--- src/rtl/mem_arb_pkg.sv ---
// Shared types and default sizes for the single-port memory arbiter.
package mem_arb_pkg;

  typedef enum logic [1:0] {
    IDLE = 2'd0,
    BUSY = 2'd1,
    RESP = 2'd2
  } state_e;

  typedef enum logic {
    OWN_I = 1'b0,
    OWN_D = 1'b1
  } owner_e;

  localparam int DEF_ADDR_W       = 32;
  localparam int DEF_DATA_W       = 32;
  localparam int DEF_TIMEOUT      = 64;
  localparam int DEF_D_STREAK_MAX = 2;

endpackage

--- src/rtl/arb_priority.sv ---
// Grant logic for the shared memory port: data wins by default, but a waiting
// fetch wins once the data streak has saturated.
module arb_priority
  import mem_arb_pkg::*;
#(
  parameter int STREAK_W     = 2,
  parameter int D_STREAK_MAX = DEF_D_STREAK_MAX
) (
  input  logic                i_req_i,
  input  logic                d_req_i,
  input  logic [STREAK_W-1:0] d_streak_i,
  output logic                grant_o,
  output owner_e              owner_o
);

  logic starved;

  assign starved = i_req_i && (d_streak_i >= STREAK_W'(D_STREAK_MAX));
  assign grant_o = i_req_i || d_req_i;
  assign owner_o = (d_req_i && !starved) ? OWN_D : OWN_I;

endmodule

--- src/rtl/mem_port_arbiter.sv ---
// Shares one variable-latency memory port between the IF and MEM requesters,
// one access at a time, returning a registered one-cycle ready pulse.
module mem_port_arbiter
  import mem_arb_pkg::*;
#(
  parameter int ADDR_W       = DEF_ADDR_W,
  parameter int DATA_W       = DEF_DATA_W,
  parameter int TIMEOUT      = DEF_TIMEOUT,
  parameter int D_STREAK_MAX = DEF_D_STREAK_MAX
) (
  input  logic              clk,
  input  logic              reset,
  input  logic              i_req,
  input  logic [ADDR_W-1:0] i_addr,
  output logic              i_ready,
  output logic [DATA_W-1:0] i_rdata,
  input  logic              d_req,
  input  logic              d_we,
  input  logic [ADDR_W-1:0] d_addr,
  input  logic [DATA_W-1:0] d_wdata,
  output logic              d_ready,
  output logic [DATA_W-1:0] d_rdata,
  output logic              mem_req,
  output logic              mem_we,
  output logic [ADDR_W-1:0] mem_addr,
  output logic [DATA_W-1:0] mem_wdata,
  input  logic              mem_ack,
  input  logic [DATA_W-1:0] mem_rdata,
  output logic              busy,
  output logic              err
);

  localparam int STREAK_W = $clog2(D_STREAK_MAX + 1);
  localparam int TO_W     = $clog2(TIMEOUT);
  localparam logic [STREAK_W-1:0] STREAK_SAT = STREAK_W'(D_STREAK_MAX);
  localparam logic [TO_W-1:0]     TO_LAST    = TO_W'(TIMEOUT - 1);

  state_e              state_q;
  owner_e              owner_q;
  logic [STREAK_W-1:0] streak_q, streak_d;
  logic [TO_W-1:0]     to_cnt_q;
  logic                mem_req_q, mem_we_q;
  logic [ADDR_W-1:0]   mem_addr_q;
  logic [DATA_W-1:0]   mem_wdata_q;
  logic                i_ready_q, d_ready_q;
  logic [DATA_W-1:0]   i_rdata_q, d_rdata_q;
  logic                busy_q, err_q;

  logic                grant;
  owner_e              grant_owner;
  logic [DATA_W-1:0]   resp_data;

  arb_priority #(
    .STREAK_W    (STREAK_W),
    .D_STREAK_MAX(D_STREAK_MAX)
  ) u_arb (
    .i_req_i   (i_req),
    .d_req_i   (d_req),
    .d_streak_i(streak_q),
    .grant_o   (grant),
    .owner_o   (grant_owner)
  );

  // Streak counts data grants that overtook a waiting fetch; saturates at the limit.
  always_comb begin
    streak_d = streak_q;
    if (grant_owner == OWN_I || !i_req) begin
      streak_d = '0;
    end else if (streak_q != STREAK_SAT) begin
      streak_d = streak_q + 1'b1;
    end
  end

  // Stores and timeouts return zero data to the owner.
  assign resp_data = (mem_ack && !mem_we_q) ? mem_rdata : '0;

  always_ff @(posedge clk or negedge reset) begin
    if (!reset) begin
      state_q     <= IDLE;
      owner_q     <= OWN_I;
      streak_q    <= '0;
      to_cnt_q    <= '0;
      mem_req_q   <= 1'b0;
      mem_we_q    <= 1'b0;
      mem_addr_q  <= '0;
      mem_wdata_q <= '0;
      i_ready_q   <= 1'b0;
      d_ready_q   <= 1'b0;
      i_rdata_q   <= '0;
      d_rdata_q   <= '0;
      busy_q      <= 1'b0;
      err_q       <= 1'b0;
    end else begin
      i_ready_q <= 1'b0;
      d_ready_q <= 1'b0;
      i_rdata_q <= '0;
      d_rdata_q <= '0;
      unique case (state_q)
        IDLE: begin
          if (grant) begin
            owner_q   <= grant_owner;
            streak_q  <= streak_d;
            to_cnt_q  <= '0;
            mem_req_q <= 1'b1;
            busy_q    <= 1'b1;
            state_q   <= BUSY;
            if (grant_owner == OWN_D) begin
              mem_addr_q  <= d_addr;
              mem_we_q    <= d_we;
              mem_wdata_q <= d_wdata;
            end else begin
              mem_addr_q  <= i_addr;
              mem_we_q    <= 1'b0;
              mem_wdata_q <= '0;
            end
          end
        end
        BUSY: begin
          if (mem_ack || to_cnt_q == TO_LAST) begin
            if (!mem_ack) begin
              err_q <= 1'b1;
            end
            if (owner_q == OWN_D) begin
              d_ready_q <= 1'b1;
              d_rdata_q <= resp_data;
            end else begin
              i_ready_q <= 1'b1;
              i_rdata_q <= resp_data;
            end
            mem_req_q <= 1'b0;
            to_cnt_q  <= '0;
            state_q   <= RESP;
          end else begin
            to_cnt_q <= to_cnt_q + 1'b1;
          end
        end
        RESP: begin
          busy_q  <= 1'b0;
          state_q <= IDLE;
        end
        default: begin
          state_q <= IDLE;
        end
      endcase
    end
  end

  assign mem_req   = mem_req_q;
  assign mem_we    = mem_we_q;
  assign mem_addr  = mem_addr_q;
  assign mem_wdata = mem_wdata_q;
  assign i_ready   = i_ready_q;
  assign i_rdata   = i_rdata_q;
  assign d_ready   = d_ready_q;
  assign d_rdata   = d_rdata_q;
  assign busy      = busy_q;
  assign err       = err_q;

endmodule

--- config.mk ---
export PLATFORM = sky130hd
export DESIGN_NAME = mem_port_arbiter
export DESIGN_NICKNAME = d
export VERILOG_FILES = /design/src/rtl/mem_arb_pkg.sv /design/src/rtl/arb_priority.sv /design/src/rtl/mem_port_arbiter.sv
export SDC_FILE = /design/constraint.sdc
export NUM_CORES = 1
export LEC_CHECK = 0
export BUFFER_PORTS_ARGS = -buffer_cell sky130_fd_sc_hd__buf_2
export CORE_MARGIN = 4
export CORE_UTILIZATION = 30
export CTS_CLUSTER_DIAMETER = 60
export DETAILED_ROUTE_END_ITERATION = 16
export HOLD_SLACK_MARGIN = 0.12
export PLACE_DENSITY = 0.65
export SLEW_MARGIN = 15
export SYNTH_ARGS = -nofsm -noshare
export SYNTH_HDL_FRONTEND = slang
export SYNTH_SLANG_ARGS = --single-unit
--- constraint.sdc ---
create_clock -name clk -period 2.2 [get_ports clk]
set_input_delay 0.11 -clock clk [delete_from_list [all_inputs] [get_ports clk]]
set_output_delay 0.11 -clock clk [all_outputs]
set_load 0.01 [all_outputs]
==> summary.txt, run 1 <==
CP Capture Type = flip-flop
Antenna violations before repair = 0
Drt pass-1 iters = 5
Fmax = 492.6 MHz
Worst setup path startpoint = state_q[1]
I/O pins = 268
Worst R2R End = mem_addr[22]
Die Footprint = 21310 µm²
R2R cell count = 5
Sequential element share of the synthesized area = 63.54%
Crit-path max cell delay = 550 ps
Outcome = complete, no violations
Hold Path Stages = 3
Vias in the first global route = 5827
First-pass GRT wire length = 30560 µm
R2R setup slack = 170 ps
LEAKAGE = 4.745 nW
Final Max Tran Viols = 0
Synth Cell Area = 5710 µm²
CTS tree = done
CTS max path bufs = 2
Die Width = 146.0 µm
Crit-path max FO = 29
Post-synth EDFFs = 0
FF+latch count, synth = 145
DP Area = 7335 µm²
Final hold viol count = 0
Row count = 50
GP Congestion = 0.7951
Syn Area/Cell = 11.97 µm²
H-Tree Depth = 4
CP Cell Sequence = nor2_4 > buf_4 > o2111ai_1 > nand3_1 > dlygate4sd3_1
Hold crit path type = input pin to flip-flop
I/O Buffers = 267
DRT antenna net count = 0
Hold path startpoint = d_req
Clock transition at path regs = 70 ps
Final Cycle Share = 92.28%
Clock sink total = 145
Tot Pwr = 0.01060 W
Nets@finish = 998
Top Family by Delay on Critical Path = buffers and inverters
Final Skew = 5.745 ps
DR vias = 5452
Share of cells above drive strength 1 = 37.03%
Buf/Inv on CP = 2
All-Layer GR Usage = 17.68%
Slew @ Worst Pin = 1127 ps
Diodes inserted = 0
Drt wl/cell = 16.93 µm
Warnings, synthesis = 0
Setup CP Type = flip-flop to flip-flop
Maximum vdd drop = 529.1 µV
Setup Viol. Count Final = 0
DRC viols = 0
Overflow after GRT = 0
Setup Fix Bufs, Post-CTS = 0
Data arrival, critical path = 2380 ps
Dominant synthesized flop cell = dfrtp_1
Maxcap violations = 0
Post-Syn Instances = 477
Later-pin clock latency in the skew report = 420 ps
Via density per instance = 4.916
Largest area contributor in the netlist = dfrtp_1
Fin crit period = 2030 ps
Most common cell in the netlist = dfrtp_1
Hold Path End = mem_addr[10]
CTS root buf = clkbuf_16
Largest net degree at the start of global routing = 59
Slowest-stage cell, CP = dlygate4sd3_1
Final instance area = 9268 µm²
Yosys cell types = 39
Top cells by area, synth = dfrtp_1, and2_1, a22o_1
Post-Syn Nets = 613
Placeable Area = 18710 µm²
Initial Util = 30.53%
Pwr/cell area = 1144 nW/µm²
Inserted Clock Buffers = 17
Unrepaired setup endpoints after global routing = false
Startpoint Class = flip-flop
Detailed Route Iter0 Violations = 308
Synth async-reset ratio = 100.0%
Die height = 146.0 µm
Post-Route WL = 18770 µm
Area added between synthesis and finish = 62.29%
Worst rel slew slack = 24.59%
TNS Setup = 0 ps
Top-area cell type share of the netlist area = 63.54%
Worst Path Required = 2550 ps
RR Startpoint = state_q[1]
Top cells by count, synth = dfrtp_1, and2_1, o21ai_0
Final HPWL DP = 11580 µm
state kept, by name, summed over array words and instances, names as in the netlist, 2 cells and up:
| signal | flops |
|---|---|
| d_rdata | 32 |
| i_rdata | 32 |
| mem_wdata | 32 |
| streak_q | 2 |
| to_cnt_q | 6 |
| state_q | 2 |
| mem_addr | 32 |
cell type report:
type,instances,area [µm²]
Fill cell,1630,9438
Sequential cell,145,3628
Inverter,7,26.28
Tap cell,234,292.8
Clock buffer,17,425.4
Multi-Input combinational cell,279,1894
Clock inverter,15,187.7
Timing Repair Buffer,412,2813
worst register-to-register path: cells and delay by family (launching register included):
family	cells	cell delay, ps
simple gates	2	370
compound gates	1	190
buf+inv	2	880
flops	1	520
where the power goes:
group / switching (W) / internal [W]
sequential: 0.000431 / 0.00341
combinational: 0.00210 / 0.00166
clock: 0.00127 / 0.00173
total: 0.00380 / 0.00680
metrics by stage:
step	worst slack, ps	utilization [%]	hold slack, ps	cells
final	169.8	49.55	154.5	1109
after global routing	44.18	49.55	171.3	1109
after CTS	59.08	49.50	142.1	1109
after detailed placement	488.1	39.21	122.8	946
after global placement	491.3	39.21	116.7	946
after floorplan	688.5	-	-185.6	477
logic make-up after synthesis:
logic type / Yosys count / synth area share [%]
adders and majority gates: 2 / 0.4381
AOI/OAI and AO/OA: 119 / 15.27
DFF: 145 / 63.54
muxes: 1 / 0.1753
xor gates and xnor gates: 1 / 0.1534
buffers and inverters: 53 / 3.922
and+or+nand+nor: 156 / 16.50
worst max path at each step:
stage	end	slack, ps	cells after the start
finish	mem_addr[22]	170	5
global route	mem_addr[22]	40	5
CTS	mem_addr[21]	60	4
detailed placement	mem_addr[1]	490	5
global placement	mem_addr[2]	490	6
floorplan	mem_wdata[22]	690	7
routing by layer:
layer,global-route usage (%),wire length (µm),part of all wire [%]
met5,0,0,0
met4,6.743,380,2.0
met3,5.606,1541,8.2
met2,30.47,9542,51
met1,20.58,7307,39
cells in the final DEF (no fill, tap or decap), drive strengths merged, types with 2 or more instances in the layout:
cell           n
clkinv         4
nor3           3
buf          281
inv           15
nand3         35
o2111ai       33
dlygate4sd3  131
nand4         32
clkbuf        17
nor2           3
and2          65
a22o          34
ha             2
or2            2
o21ai         45
bufinv         2
nand2          5
and3           2
dfrtp        145
nor3b          2
timing repair:
| action | CTS | global route |
|---|---|---|
| setup endpoints to repair | 0 | 10 |
| hold buffers | 131 | 0 |
| endpoints found under the hold margin | 257 | 0 |
| gates resized for setup | 0 | 4 |
Note: power is estimated with default switching activity, not from simulation.
==> run 2: changes to the inputs <==
--- a/config.mk
+++ b/config.mk
@@ -13,5 +13,5 @@
 export HOLD_SLACK_MARGIN = 0.12
 export PLACE_DENSITY = 0.65
-export SLEW_MARGIN = 15
+export SLEW_MARGIN = 5
 export SYNTH_ARGS = -nofsm -noshare
 export SYNTH_HDL_FRONTEND = slang
==> constraint.sdc (replaced) <==
create_clock -name clk -period 2.2 [get_ports clk]
set_input_delay 0.44 -clock clk [delete_from_list [all_inputs] [get_ports clk]]
set_output_delay 0.44 -clock clk [all_outputs]
set_load 0.01 [all_outputs]
==> summary.txt, run 2 (synthesized netlist as in run 1, its figures left out) <==
Fin crit period = 1683 ps (was 2030 ps)
DR vias = 4921 (was 5452)
GP Congestion = 0.7755 (was 0.7951)
Nets@finish = 874 (was 998)
Final core utilization = 42.63% (was 49.55%)
Placeable Area = 18710 µm² (unchanged)
Detailed Route Iter0 Violations = 262 (was 308)
Inserted Clock Buffers = 17 (unchanged)
Fillers = 1776 (was 1630)
Share of total power in combinational logic = 33.1% (was 35.5%)
Worst Path Required = 2550 ps (about the same)
Setup Fix Bufs, Post-CTS = 0 (unchanged)
Clock sink total = 145 (unchanged)
Via density per instance = 4.996 (was 4.916)
Final instance area = 7974 µm² (was 9268 µm²)
Unrepaired setup endpoints after global routing = false (unchanged)
H-Tree Depth = 4 (unchanged)
Final hold viol count = 0 (unchanged)
Worst setup path startpoint = state_q[1] (unchanged)
CTS tree = done (unchanged)
I/O Buffers = 267 (unchanged)
LEAKAGE = 4.205 nW (was 4.745 nW)
Outcome = complete, no violations (unchanged)
Register Area = 3628 µm² (unchanged)
Drt pass-1 iters = 4 (was 5)
Initial Util = 30.53% (unchanged)
Final Cycle Share = 76.52% (was 92.28%)
Die Footprint = 21310 µm² (unchanged)
Row count = 50 (unchanged)
DRC viols = 0 (unchanged)
CTS root buf = clkbuf_16 (unchanged)
Internal power = 0.006330 W (was 0.006800 W)
Share of cells above drive strength 1 = 43.81% (was 37.03%)
Antenna violations before repair = 0 (unchanged)
Final Skew = 10.84 ps (was 5.745 ps)
Most common cell after layout, fill and taps aside = buf_2 (unchanged)
Slowest-stage cell, CP = dfrtp_1 (was dlygate4sd3_1)
Worst rel slew slack = 46.19% (was 24.59%)
Hold Path Stages = 2 (was 3)
Final HPWL DP = 11840 µm (was 11580 µm)
Diodes inserted = 0 (unchanged)
Slew @ Worst Pin = 804.1 ps (was 1127 ps)
Vias in the first global route = 5027 (was 5827)
Sw frac = 36.09% (was 35.83%)
Pwr/cell area = 1242 nW/µm² (was 1144 nW/µm²)
DP Cell Count = 952 (was 946)
Area of the multi-input gates = 1889 µm² (was 1894 µm²)
Clock share of power = 28.3% (about the same)
Most frequent cells in the layout = buf_2, dfrtp_1, and2_1 (was buf_2, dfrtp_1, dlygate4sd3_1)
Area added between synthesis and finish = 39.64% (was 62.29%)
TNS Setup = 0 ps (unchanged)
CP Capture Type = flip-flop (unchanged)
RR Startpoint = state_q[1] (unchanged)
Drt wl/cell = 16.88 µm (was 16.93 µm)
Final Max Tran Viols = 0 (unchanged)
Crit-path max cell delay = 520 ps (was 550 ps)
DP Area = 7392 µm² (was 7335 µm²)
Largest net degree at the start of global routing = 61 (was 59)
CP Cell Sequence = nand2b_1 > and4bb_1 > buf_4 > and2_1 (was nor2_4 > buf_4 > o2111ai_1 > nand3_1 > dlygate4sd3_1)
Data arrival, critical path = 2030 ps (was 2380 ps)
Later-pin clock latency in the skew report = 420 ps (about the same)
First-pass GRT wire length = 26850 µm (was 30560 µm)
Setup Viol. Count Final = 0 (unchanged)
Die Width = 146.0 µm (unchanged)
I/O pins = 268 (unchanged)
Crit-path max FO = 32 (was 29)
DRT antenna net count = 0 (unchanged)
Final Non-Filler Cells = 985 (was 1109)
Hold crit path type = input pin to flip-flop (unchanged)
Maximum vdd drop = 555.5 µV (was 529.1 µV)
Post-Route WL = 16630 µm (was 18770 µm)
R2R setup slack = 520 ps (was 170 ps)
Hold path startpoint = mem_rdata[5] (was d_req)
Overflow after GRT = 0 (unchanged)
Maxcap violations = 0 (unchanged)
R2R cell count = 4 (was 5)
Startpoint Class = flip-flop (unchanged)
Fmax = 594.1 MHz (was 492.6 MHz)
Cts repair resizes = 0 (unchanged)
Die height = 146.0 µm (unchanged)
Switching pwr = 0.003576 W (was 0.003797 W)
Setup CP Type = flip-flop to flip-flop (unchanged)
All-Layer GR Usage = 15.60% (was 17.68%)
CTS max path bufs = 2 (unchanged)
Seq pwr share = 38.6% (was 36.3%)
Clock transition at path regs = 70 ps (about the same)
-- run 2: cell count changes in the layout (fill, tap and decap cells not counted), moves of 2 or more --
| cell | before | now |
|---|---|---|
| clkinvlp_4 | 1 | 3 |
| clkinv_2 | 0 | 2 |
| buf_4 | 9 | 15 |
| or2_4 | 2 | 0 |
| clkinv_4 | 3 | 1 |
| dlygate4sd3_1 | 131 | 1 |
-- run 2: repair_timing --
item | 4_1_cts | 5_1_grt
setup endpoints to repair | 0 | 0
endpoints found under the hold margin | 55 | 0
hold buffers | 1 | 0
-- run 2: metal layers --
metal / wire [µm] / share of wire, % / vias to the layer above / track usage (%)
met3: 1476 / 8.9 / 21 / 6.011
li1: - / - / 2278 / -
met5: 0 / 0 / - / 0
met1: 6642 / 40 / 2402 / 18.61
met4: 284 / 1.7 / 0 / 5.271
met2: 8224 / 49 / 220 / 25.91
-- run 2: area by class of cell --
type                    count  area share [%]
repair buffers            288           19.63
flip-flops and latches    145           45.50
multi-input cells         279           23.69
clock inverters            15           1.836
clock buffers              17           5.335
inverters                   7          0.3295
well taps                 234           3.672
-- run 2: stage by stage --
stage,total power [W],hold slack [ps],worst slack [ps]
finish,0.009906,235.4,516.6
global route,0.01055,210.0,386.5
CTS,0.01007,214.4,488.4
detailed placement,0.007205,455.4,419.0
global placement,0.007143,451.2,434.4
floorplan,0.005751,144.4,687.6
-- run 2: final timing paths --
path | end
max | d_rdata[18]
min | d_rdata[5]
max reg2reg | d_rdata[18]
min reg2reg | err
max in group asynchronous | d_rdata[22]
min in group asynchronous | to_cnt_q[4]
-- run 2: power by group through the flow --
| stage | Sequential (W) | Combinational, W | Clock, W |
|---|---|---|---|
| after floorplan | 0.00414 | 0.00161 | 0 |
| after detailed placement | 0.00386 | 0.00335 | 0 |
| final | 0.00382 | 0.00328 | 0.00281 |
| after CTS | 0.00383 | 0.00334 | 0.00290 |
| after global routing | 0.00392 | 0.00362 | 0.00301 |
| after global placement | 0.00387 | 0.00328 | 0 |
-- run 2: critical path, delay by kind of cell (launching register included) --
family	cells	cell delay, ps
flip-flops	1	520
buffers and inverters	1	270
AND/OR/NAND/NOR	3	820
